## config.mk

```make
export PLATFORM = sky130hd
export DESIGN_NAME = fb_text_writer
export DESIGN_NICKNAME = d
export VERILOG_FILES = /design/src/rtl/fb_text_pkg.sv /design/src/rtl/fb_fill_counter.sv /design/src/rtl/fb_text_writer.sv
export SDC_FILE = /design/constraint.sdc
export NUM_CORES = 1
export LEC_CHECK = 0
export ABC_AREA = 1
export ABC_CLOCK_PERIOD_IN_PS = 2600
export BUFFER_PORTS_ARGS = -buffer_cell sky130_fd_sc_hd__buf_4
export CAP_MARGIN = 20
export CORE_ASPECT_RATIO = 1.5
export CORE_MARGIN = 1.5
export CORE_UTILIZATION = 35
export DETAILED_ROUTE_END_ITERATION = 10
export PLACE_DENSITY = 0.56
export SLEW_MARGIN = 20
export SYNTH_ARGS = -nofsm -noshare
export SYNTH_HDL_FRONTEND = slang
export SYNTH_SLANG_ARGS = --single-unit
```

## constraint.sdc

```tcl
create_clock -name clk50 -period 2.6 [get_ports clk50]
set_input_delay 0.13 -clock clk50 [delete_from_list [all_inputs] [get_ports clk50]]
set_output_delay 0.13 -clock clk50 [all_outputs]
set_load 0.005 [all_outputs]
```

## src/rtl/fb_text_pkg.sv

```systemverilog
// Shared types and constants for the framebuffer text writer.
//   fbtw_state_t : writer FSM state encoding
//   ASCII_*      : control characters the writer interprets
//   PRINT_LO/HI  : inclusive range of bytes written to the screen as glyphs
package fb_text_pkg;

  typedef enum logic [1:0] {
    CLR_SCREEN,
    IDLE,
    CLR_LINE
  } fbtw_state_t;

  localparam logic [7:0] ASCII_LF = 8'h0A;
  localparam logic [7:0] ASCII_CR = 8'h0D;
  localparam logic [7:0] ASCII_BS = 8'h08;
  localparam logic [7:0] PRINT_LO = 8'h20;
  localparam logic [7:0] PRINT_HI = 8'h7E;

  function automatic logic is_printable(input logic [7:0] c);
    return (c >= PRINT_LO) && (c <= PRINT_HI);
  endfunction

endpackage

```

## src/rtl/fb_fill_counter.sv

```systemverilog
// Sequential address generator for block fills of the framebuffer.
//   clk50, rst_n : clock, async active-low reset
//   start        : load base/length and begin emitting addresses next cycle
//   base         : first address of the fill
//   length       : number of addresses to emit (must be non-zero)
//   addr         : current fill address, valid while run is high
//   run          : one address emitted per cycle while high
//   done         : high during the cycle that emits the final address
// Out of reset the counter is already loaded for a full-screen fill starting
// at address 0, so the power-on clear needs no extra start cycle and a reset
// in the middle of any fill restarts the screen clear from the beginning.
module fb_fill_counter #(
  parameter int ADDR_W  = 12,
  parameter int LEN_W   = 12,
  parameter int RST_LEN = 2400
) (
  input  logic              clk50,
  input  logic              rst_n,
  input  logic              start,
  input  logic [ADDR_W-1:0] base,
  input  logic [LEN_W-1:0]  length,
  output logic [ADDR_W-1:0] addr,
  output logic              run,
  output logic              done
);

  logic [ADDR_W-1:0] addr_q;
  logic [LEN_W-1:0]  remain_q;
  logic              run_q;

  always_ff @(posedge clk50 or negedge rst_n) begin
    if (!rst_n) begin
      addr_q   <= '0;
      remain_q <= LEN_W'(RST_LEN);
      run_q    <= 1'b1;
    end else if (start) begin
      addr_q   <= base;
      remain_q <= length;
      run_q    <= (length != '0);
    end else if (run_q) begin
      addr_q   <= addr_q + 1'b1;
      remain_q <= remain_q - 1'b1;
      if (remain_q == LEN_W'(1)) run_q <= 1'b0;
    end
  end

  assign addr = addr_q;
  assign run  = run_q;
  assign done = run_q && (remain_q == LEN_W'(1));

endmodule

```

## src/rtl/fb_text_writer.sv

```systemverilog
// Text-mode console front end for the VGA framebuffer write port.
// Accepts ASCII bytes over valid/ready, keeps a cursor, handles CR/LF/BS,
// wraps at the right margin and row bottom, and clears lines/screen.
//   clk50, rst_n          : clock, async active-low reset
//   char_data/valid/ready : byte stream from the CPU/UART source
//   clear_req             : full clear + cursor home, honoured only in IDLE
//   fb_data/addr/we       : registered framebuffer write port
//   busy                  : high while a screen or line clear runs
//   cursor_col/row        : current cursor position
//
// state      | meaning
// CLR_SCREEN | filling every cell with CLEAR_CHAR, then homing the cursor
// IDLE       | accepting characters
// CLR_LINE   | filling the row the cursor just moved onto with CLEAR_CHAR
module fb_text_writer
  import fb_text_pkg::*;
#(
  parameter int                COLS       = 80,
  parameter int                ROWS       = 30,
  parameter int                ADDR_W     = 12,
  parameter int                DATA_W     = 8,
  parameter logic [DATA_W-1:0] CLEAR_CHAR = DATA_W'(8'h20)
) (
  input  logic                     clk50,
  input  logic                     rst_n,
  input  logic [7:0]               char_data,
  input  logic                     char_valid,
  output logic                     char_ready,
  input  logic                     clear_req,
  output logic [DATA_W-1:0]        fb_data,
  output logic [ADDR_W-1:0]        fb_addr,
  output logic                     fb_we,
  output logic                     busy,
  output logic [$clog2(COLS)-1:0]  cursor_col,
  output logic [$clog2(ROWS)-1:0]  cursor_row
);

  localparam int COL_W      = $clog2(COLS);
  localparam int ROW_W      = $clog2(ROWS);
  localparam int SCREEN_LEN = COLS * ROWS;
  localparam int LEN_W      = $clog2(SCREEN_LEN + 1);

  generate
    if (SCREEN_LEN > (2 ** ADDR_W)) begin : g_size_check
      $error("fb_text_writer: COLS*ROWS does not fit in ADDR_W address bits");
    end
  endgenerate

  fbtw_state_t state_q, state_d;

  logic [COL_W-1:0]  col_q, col_d;
  logic [ROW_W-1:0]  row_q, row_d;
  logic [ADDR_W-1:0] base_q, base_d;

  logic              we_q, we_d;
  logic [ADDR_W-1:0] addr_q, addr_d;
  logic [DATA_W-1:0] data_q, data_d;

  logic              fill_start;
  logic [ADDR_W-1:0] fill_base;
  logic [LEN_W-1:0]  fill_len;
  logic [ADDR_W-1:0] fill_addr;
  logic              fill_run;
  logic              fill_done;

  logic              newline;
  logic [ROW_W-1:0]  row_nxt;
  logic [ADDR_W-1:0] base_nxt;
  logic              last_row;

  fb_fill_counter #(
    .ADDR_W  (ADDR_W),
    .LEN_W   (LEN_W),
    .RST_LEN (SCREEN_LEN)
  ) u_fill (
    .clk50  (clk50),
    .rst_n  (rst_n),
    .start  (fill_start),
    .base   (fill_base),
    .length (fill_len),
    .addr   (fill_addr),
    .run    (fill_run),
    .done   (fill_done)
  );

  assign char_ready = (state_q == IDLE) && !clear_req;
  assign busy       = (state_q != IDLE);

  // Row below the cursor, wrapping to the top row; line_base follows by
  // stepping COLS so fb_addr never needs a multiply.
  assign last_row = (row_q == ROW_W'(ROWS - 1));
  assign row_nxt  = last_row ? '0 : row_q + 1'b1;
  assign base_nxt = last_row ? '0 : base_q + ADDR_W'(COLS);

  always_comb begin
    state_d    = state_q;
    col_d      = col_q;
    row_d      = row_q;
    base_d     = base_q;
    we_d       = 1'b0;
    addr_d     = addr_q;
    data_d     = data_q;
    fill_start = 1'b0;
    fill_base  = '0;
    fill_len   = LEN_W'(COLS);
    newline    = 1'b0;

    case (state_q)
      CLR_SCREEN: begin
        we_d   = fill_run;
        addr_d = fill_addr;
        data_d = CLEAR_CHAR;
        if (fill_done) begin
          state_d = IDLE;
          col_d   = '0;
          row_d   = '0;
          base_d  = '0;
        end
      end

      CLR_LINE: begin
        we_d   = fill_run;
        addr_d = fill_addr;
        data_d = CLEAR_CHAR;
        if (fill_done) state_d = IDLE;
      end

      IDLE: begin
        if (clear_req) begin
          state_d    = CLR_SCREEN;
          fill_start = 1'b1;
          fill_base  = '0;
          fill_len   = LEN_W'(SCREEN_LEN);
        end else if (char_valid) begin
          if (is_printable(char_data)) begin
            we_d   = 1'b1;
            addr_d = base_q + ADDR_W'(col_q);
            data_d = DATA_W'(char_data);
            if (col_q == COL_W'(COLS - 1)) newline = 1'b1;
            else                           col_d   = col_q + 1'b1;
          end else if (char_data == ASCII_LF) begin
            newline = 1'b1;
          end else if (char_data == ASCII_CR) begin
            col_d = '0;
          end else if (char_data == ASCII_BS) begin
            // No reverse wrap: backspace at column 0 does nothing.
            if (col_q != '0) begin
              col_d  = col_q - 1'b1;
              we_d   = 1'b1;
              addr_d = base_q + ADDR_W'(col_q - 1'b1);
              data_d = CLEAR_CHAR;
            end
          end
        end
      end

      default: state_d = IDLE;
    endcase

    if (newline) begin
      col_d      = '0;
      row_d      = row_nxt;
      base_d     = base_nxt;
      state_d    = CLR_LINE;
      fill_start = 1'b1;
      fill_base  = base_nxt;
      fill_len   = LEN_W'(COLS);
    end
  end

  always_ff @(posedge clk50 or negedge rst_n) begin
    if (!rst_n) state_q <= CLR_SCREEN;
    else        state_q <= state_d;
  end

  always_ff @(posedge clk50 or negedge rst_n) begin
    if (!rst_n) begin
      col_q  <= '0;
      row_q  <= '0;
      base_q <= '0;
      we_q   <= 1'b0;
      addr_q <= '0;
      data_q <= '0;
    end else begin
      col_q  <= col_d;
      row_q  <= row_d;
      base_q <= base_d;
      we_q   <= we_d;
      addr_q <= addr_d;
      data_q <= data_d;
    end
  end

  assign fb_we      = we_q;
  assign fb_addr    = addr_q;
  assign fb_data    = data_q;
  assign cursor_col = col_q;
  assign cursor_row = row_q;

endmodule

```

==> impl_metrics.yaml, run 1 <==
clock_network:
  htree_levels: 3
  cts_root_buf: "clkbuf_16"
  cts_made_buffers: 9
  clk_pin_slew_worst_paths_ns: 0.06
  clkLatencyLatePin_ns: 0.34
  cts_max_path_buffers: 2
  cts_sinks: 72
  cts_tree: "yes"
route:
  dr_total_vias: 4783
  final_antenna_net_count: 0
  drt-total-wl_mm: 14.0
  avgRoutedWirePerCell_um: 14.2
  drt-initial-drc-count: 182
  drc_errors: 0
  dr.pass1.iters: 4
  vias_per_cell: 4.86
timing:
  slew_headroom_pct: 35.3
  drv_slew: 0
  hold_slack_ns: 0.0761
  timing.fmax_ghz: 0.415
  final_hold_viol_count: 0
  post-route-min-period_ns: 2.41
  setup_viol: 0
  clock_skew_ns: 0.00878
  worst_pin_slew_ns: 0.970
  layout_setup_ws_ns: 0.189
  fin_crit_sh_pct: 92.7
  final.setup.tns_ns: 0
hold_path:
  hp-start: "char_data[5]"
  holdPathEnd: "fb_data[5]"
  hold_depth: 3
  hold_path.class: "in2reg"
floorplanning:
  start_util_pct: 35.8
  core_mm2: 0.0145
  ioPinCount: 47
  row_count: 54
  die_width_um: 103
  die_h_um: 152
  dieArea_mm2: 0.0156
worst_setup_path:
  worst_ep_arrival_time_ns: 2.64
  crit_type: "reg2reg"
  critPathLaunchType: "flip-flop"
  r2r_cells: 15
  r2r-start: "cursor_col[1]"
  crit_path_max_fanout: 4
  timing.rr.end: "fb_addr[10]"
  worstPathRequired_ns: 2.83
  end_kind: "flip-flop"
  max_stage_delay_ns: 0.41
  r2r_slack_ns: 0.19
  cp.buffers_inverters: 1
  cp_common_cell: "nand2_1"
  path_delay_family: "simple AND/OR/NAND/NOR gates"
  crit_chain: "nor2_1 -> nand4_1 -> xor2_1 -> nand2_1 -> o21ai_1 -> inv_1 -> ha_1 -> a21oi_2 -> o21ai_0 -> nand2_1 -> nand3_1 -> nand2_1 -> nand3_1 -> nand3_1 -> nand2_1"
  slowest_stage: "dfrtp_1"
layout:
  fill_cells: 1501
  area_growth_pct: 19.7
  finalInstanceArea_mm2: 0.00623
  diodes: 0
  mostFrequentLayoutCells: "nand2_1 (210), nand3_1 (80), inv_1 (70), buf_4 (67), dfrtp_1 (66)"
  drive_above_1_share_pct: 19.1
  instances_no_fill: 985
  layout_commonest_cell: "nand2_1"
  nNetsFinal: 818
global_routing:
  met3_usage_pct: 2.61
  grt_pass1_wl_mm: 23.4
  grt_max_degree: 73
  grt_antenna_before_repair: 0
  grt_use_met2_pct: 34.6
  gr-usage-met1_pct: 21.8
  busiest_layer: "met2"
  grt.overflow.total: 0
  globalRouteTotalUtil_pct: 18.8
  grt_pass1_vias: 4872
pwr:
  power_leakage_uw: 0.00318
  powerDensity_mw_per_mm2: 947
  peakVddDrop_uv: 353
synth:
  syn_inst: 723
  synth_cell_types: 41
  avgSynthCellArea_um2: 7.20
  synth_top_cell_area_share_pct: 32.2
  yosysTopAreaCell: "dfrtp_1"
  synthesis.area_mm2: 0.00520
  synth-seq-area-share_pct: 34.7
  yosys_most_used_dff: "dfrtp_1"
  synthArstFlopShare_pct: 100
  synth-edff-count: 0
  ys_top_cells_by_area: "dfrtp_1 (32%), nand2_1 (15%), nand3_1 (7.9%)"
  syn_nets: 757
  ys_seq_elements: 72
  yosysWarnings: 0
placed_design:
  dp.cells: 967
  place_area_mm2: 0.00583
  finalWeightedCongestion: 0.844
  post-place-ws_ns: 0.0131
  hpwlAfterDp_mm: 10.7
  io_buffers: 46
run:
  cap_violations: 0
status:
  status: "finished, final reports clean"
## area by class of cell
type	count	area (um^2)	area share, %
repair buffers	68	513	8.24
inverters	91	347	5.56
flip-flops and latches	72	1810	29.0
multi-input cells	542	3000	48.1
well taps	196	245	3.94
clock buffers	9	225	3.62
clock inverters	7	93.8	1.51
## per-layer routing
metal | vias up | wire, um
met4 | 0 | 261
li1 | 2437 | -
met1 | 2237 | 5840
met2 | 85 | 7490
met5 | - | 0
met3 | 24 | 421
## cell families (layout without fill, tap and decap cells)
logic type | after synthesis | in the layout | synth area share (%)
compound gates | 69 | 69 | 7.60
buf+inv | 109 | 175 | 8.90
fa+ha+maj | 22 | 22 | 5.43
simple gates | 416 | 416 | 37.4
xor+xnor | 35 | 35 | 5.89
flops | 72 | 72 | 34.7
## through the flow
step,utilization [%],power (uW)
2_1_floorplan,-,3530
3_3_place_gp,40.1,4410
3_5_place_dp,40.1,4450
4_1_cts,42.4,5840
5_1_grt,42.9,6400
6_report,42.9,5900
## repair_timing
item                                    CTS  global route
hold buffers                              1             0
endpoints found under the hold margin    15             0
endpoints found under the setup margin    1             7
buffers inserted                          0             1
pin swaps                                 0             0
resized for setup                         1            17
## power by group
part	switching, uW	internal, uW	leakage, uW
Sequential	259	1400	0.000939
Combinational	1740	1140	0.00209
Clock	514	840	0.000152
## worst max path at each step
| stage | cells after the start | from | slack [ns] | end |
|---|---|---|---|---|
| floorplan | 19 | cursor_col[0] | 0.30 | fb_addr[11] |
| global placement | 16 | char_data[3] | 0.02 | fb_addr[10] |
| detailed placement | 21 | cursor_col[0] | 0.01 | fb_addr[11] |
| CTS | 21 | cursor_col[0] | 0.03 | fb_addr[11] |
| global route | 15 | cursor_col[1] | -0.04 | fb_addr[8] |
| finish | 15 | cursor_col[1] | 0.19 | fb_addr[10] |
## registers in the layout, summed over array words and instances, names as in the netlist
signal / flops
u_fill.addr: 12
u_fill.run: 1
state_q: 2
fb_data: 8
fb_addr: 12
base_q: 12
cursor_row: 5
cursor_col: 7
u_fill.remain_q: 12
fb_we: 1
## worst reg2reg max path: stages, from the launching register on
cell	delay [ns]
dfrtp_1	0.41
nor2_1	0.17
nand4_1	0.13
xor2_1	0.15
nand2_1	0.08
o21ai_1	0.16
inv_1	0.11
ha_1	0.31
a21oi_2	0.19
o21ai_0	0.14
nand2_1	0.11
nand3_1	0.08
nand2_1	0.07
nand3_1	0.06
nand3_1	0.07
nand2_1	0.05
## synth_stat cells (8+ instances only)
master   number
a21oi_1      11
ha_1         21
inv_2        13
o21ai_1       8
nand2_1     211
dfrtp_1      67
o21ai_0      30
xnor2_1       8
nand4_1      13
inv_1        71
xor2_1       27
nand3_1      82
nor2_1       63
No activity file was read; power rests on OpenSTA's default activity.
==> run 2, diff against run 1 <==
--- a/config.mk
+++ b/config.mk
@@ -6,7 +6,7 @@
 export NUM_CORES = 1
 export LEC_CHECK = 0
 export ABC_AREA = 1
-export ABC_CLOCK_PERIOD_IN_PS = 2600
+export ABC_CLOCK_PERIOD_IN_PS = 2230
 export BUFFER_PORTS_ARGS = -buffer_cell sky130_fd_sc_hd__buf_4
 export CAP_MARGIN = 20
 export CORE_ASPECT_RATIO = 1.5
==> constraint.sdc (replaced) <==
create_clock -name clk50 -period 2.23 [get_ports clk50]
set_input_delay 0.1115 -clock clk50 [delete_from_list [all_inputs] [get_ports clk50]]
set_output_delay 0.1115 -clock clk50 [all_outputs]
set_load 0.005 [all_outputs]
==> run 2 against run 1 <==
  * The flow now finishes with violations (negative setup slack)
  * Critical path type unchanged
  * Power up 29%
  * Cell area up 7.3%
  * Highest routed layer unchanged
  * Critical endpoint is now fb_addr[9]
  * Clock power up 10%
  * Global-route usage up 1.5 points
  * Hold slack worse by 0.040 ns
==> impl_metrics.yaml, run 2 (synthesized netlist as in run 1, its figures left out) <==
status:
  status: "complete, but fails checks"
  failed_checks: "negative setup slack"
worst_setup_path:
  crit_path_max_fanout: 3
  r2r_cells: 20
  worstPathRequired_ns: 2.47
  critPathLaunchType: "flip-flop"
  r2r-start: "cursor_col[1]"
  r2r_slack_ns: -0.11
  timing.rr.end: "fb_addr[9]"
  end_kind: "flip-flop"
  worst_ep_arrival_time_ns: 2.57
  crit_type: "reg2reg"
timing:
  drv_slew: 0
  layout_setup_ws_ns: -0.105
  slew_headroom_pct: 62.0
  final_hold_viol_count: 0
  clock_skew_ns: 0.0117
  worst_pin_slew_ns: 0.570
  final.setup.tns_ns: -0.342
  setup_viol: 6
  timing.fmax_ghz: 0.428
  rsz0062_at_grt: "yes"
  fin_crit_sh_pct: 105
  post-route-min-period_ns: 2.34
layout:
  finalInstanceArea_mm2: 0.00668
  fill_cells: 1486
  diodes: 0
  regArea_mm2: 0.00181
  drive_above_1_share_pct: 25.4
  mostFrequentLayoutCells: "nand2_1 (209), buf_4 (107), nand3_1 (77), inv_1 (66), dfrtp_1 (65)"
  final_util_pct: 46.0
  multiInputGateArea_mm2: 0.00312
  instances_no_fill: 1028
  nNetsFinal: 861
  layout_commonest_cell: "nand2_1"
  area_growth_pct: 28.4
pwr:
  power_leakage_uw: 0.00340
  p_total_uw: 7590
  powerDensity_mw_per_mm2: 1140
  peakVddDrop_uv: 429
global_routing:
  globalRouteTotalUtil_pct: 20.4
  grt_max_degree: 41
  grt_pass1_vias: 5033
  grt_antenna_before_repair: 0
  grt_pass1_wl_mm: 24.7
  grt.overflow.total: 0
floorplanning:
  die_width_um: 103
  ioPinCount: 47
  start_util_pct: 35.8
  core_mm2: 0.0145
  dieArea_mm2: 0.0156
  row_count: 54
  die_h_um: 152
clock_network:
  cts_max_path_buffers: 2
  clkLatencyLatePin_ns: 0.35
  cts_root_buf: "clkbuf_16"
  cts_made_buffers: 9
  clk_pin_slew_worst_paths_ns: 0.06
  htree_levels: 3
  cts_tree: "yes"
  cts_sinks: 72
run:
  cap_violations: 0
route:
  dr.pass1.iters: 4
  drt-total-wl_mm: 15.2
  avgRoutedWirePerCell_um: 14.8
  dr_total_vias: 4994
  final_antenna_net_count: 0
  vias_per_cell: 4.86
  drt-initial-drc-count: 157
  drc_errors: 0
hold_path:
  hp-start: "char_data[5]"
  hold_path.class: "in2reg"
  hold_depth: 3
  holdPathEnd: "fb_data[5]"
placed_design:
  place_area_mm2: 0.00615
  hpwlAfterDp_mm: 11.9
  dp.cells: 1006
  io_buffers: 46
  finalWeightedCongestion: 0.878
run 2: worst max-delay path, stage by stage, from the launching register on:
cell and delay [ns]:
dfrtp_1 0.38, buf_6 0.13, inv_4 0.05, ha_4 0.15, nand3_4 0.08, nor2_2 0.17, inv_2 0.07, nand3_2 0.09
o21ai_2 0.06, inv_2 0.11, ha_4 0.22, nand2_1 0.09, inv_1 0.04, nand2_1 0.07, nand3_2 0.11, nand3_2 0.10
nand2_1 0.05, nand2_1 0.05, nand3_1 0.06, nand2_1 0.09, nand2_1 0.05
run 2: routing by layer:
layer,track usage [%],routed length [um]
met4,9.65,573
met3,2.66,385
met5,0,0
met2,37.1,8080
met1,22.7,6140
run 2: power by group:
| part | internal [uW] | switching [uW] |
|---|---|---|
| Combinational | 1860 | 2310 |
| Clock | 871 | 618 |
| Sequential | 1630 | 293 |
run 2: what timing repair did:
item | 4_1_cts | 5_1_grt
pin swaps | 12 | 12
gates resized for setup | 35 | 7
setup endpoints to repair | 9 | 20
hold buffers | 1 | 0
setup buffers | 2 | 3
endpoints found under the hold margin | 37 | 0
run 2: through the flow:
step / setup WS (ns) / hold slack (ns)
2_1_floorplan: 0.00685 / -0.184
3_3_place_gp: -0.281 / 0.140
3_5_place_dp: -0.297 / 0.140
4_1_cts: -0.0765 / 0.0330
5_1_grt: -0.285 / 0.0540
6_report: -0.105 / 0.0358
run 2: worst max-delay path by stage:
| stage | start | end | slack [ns] | cells after the start |
|---|---|---|---|---|
| 2_1_floorplan | cursor_col[0] | fb_addr[11] | 0.007 | 21 |
| 3_3_place_gp | cursor_col[1] | fb_addr[9] | -0.28 | 18 |
| 3_5_place_dp | cursor_col[1] | fb_addr[9] | -0.30 | 18 |
| 4_1_cts | cursor_col[1] | fb_addr[11] | -0.08 | 22 |
| 5_1_grt | cursor_col[1] | fb_addr[11] | -0.28 | 21 |
| 6_report | cursor_col[1] | fb_addr[9] | -0.11 | 20 |
run 2: area by class of cell:
cell class	count	area share, %
Multi-Input combinational cell	542	46.6
Sequential cell	72	27.1
Timing Repair Buffer	111	12.9
Inverter	91	5.21
Tap cell	196	3.67
Clock buffer	10	3.43
Clock inverter	6	1.01
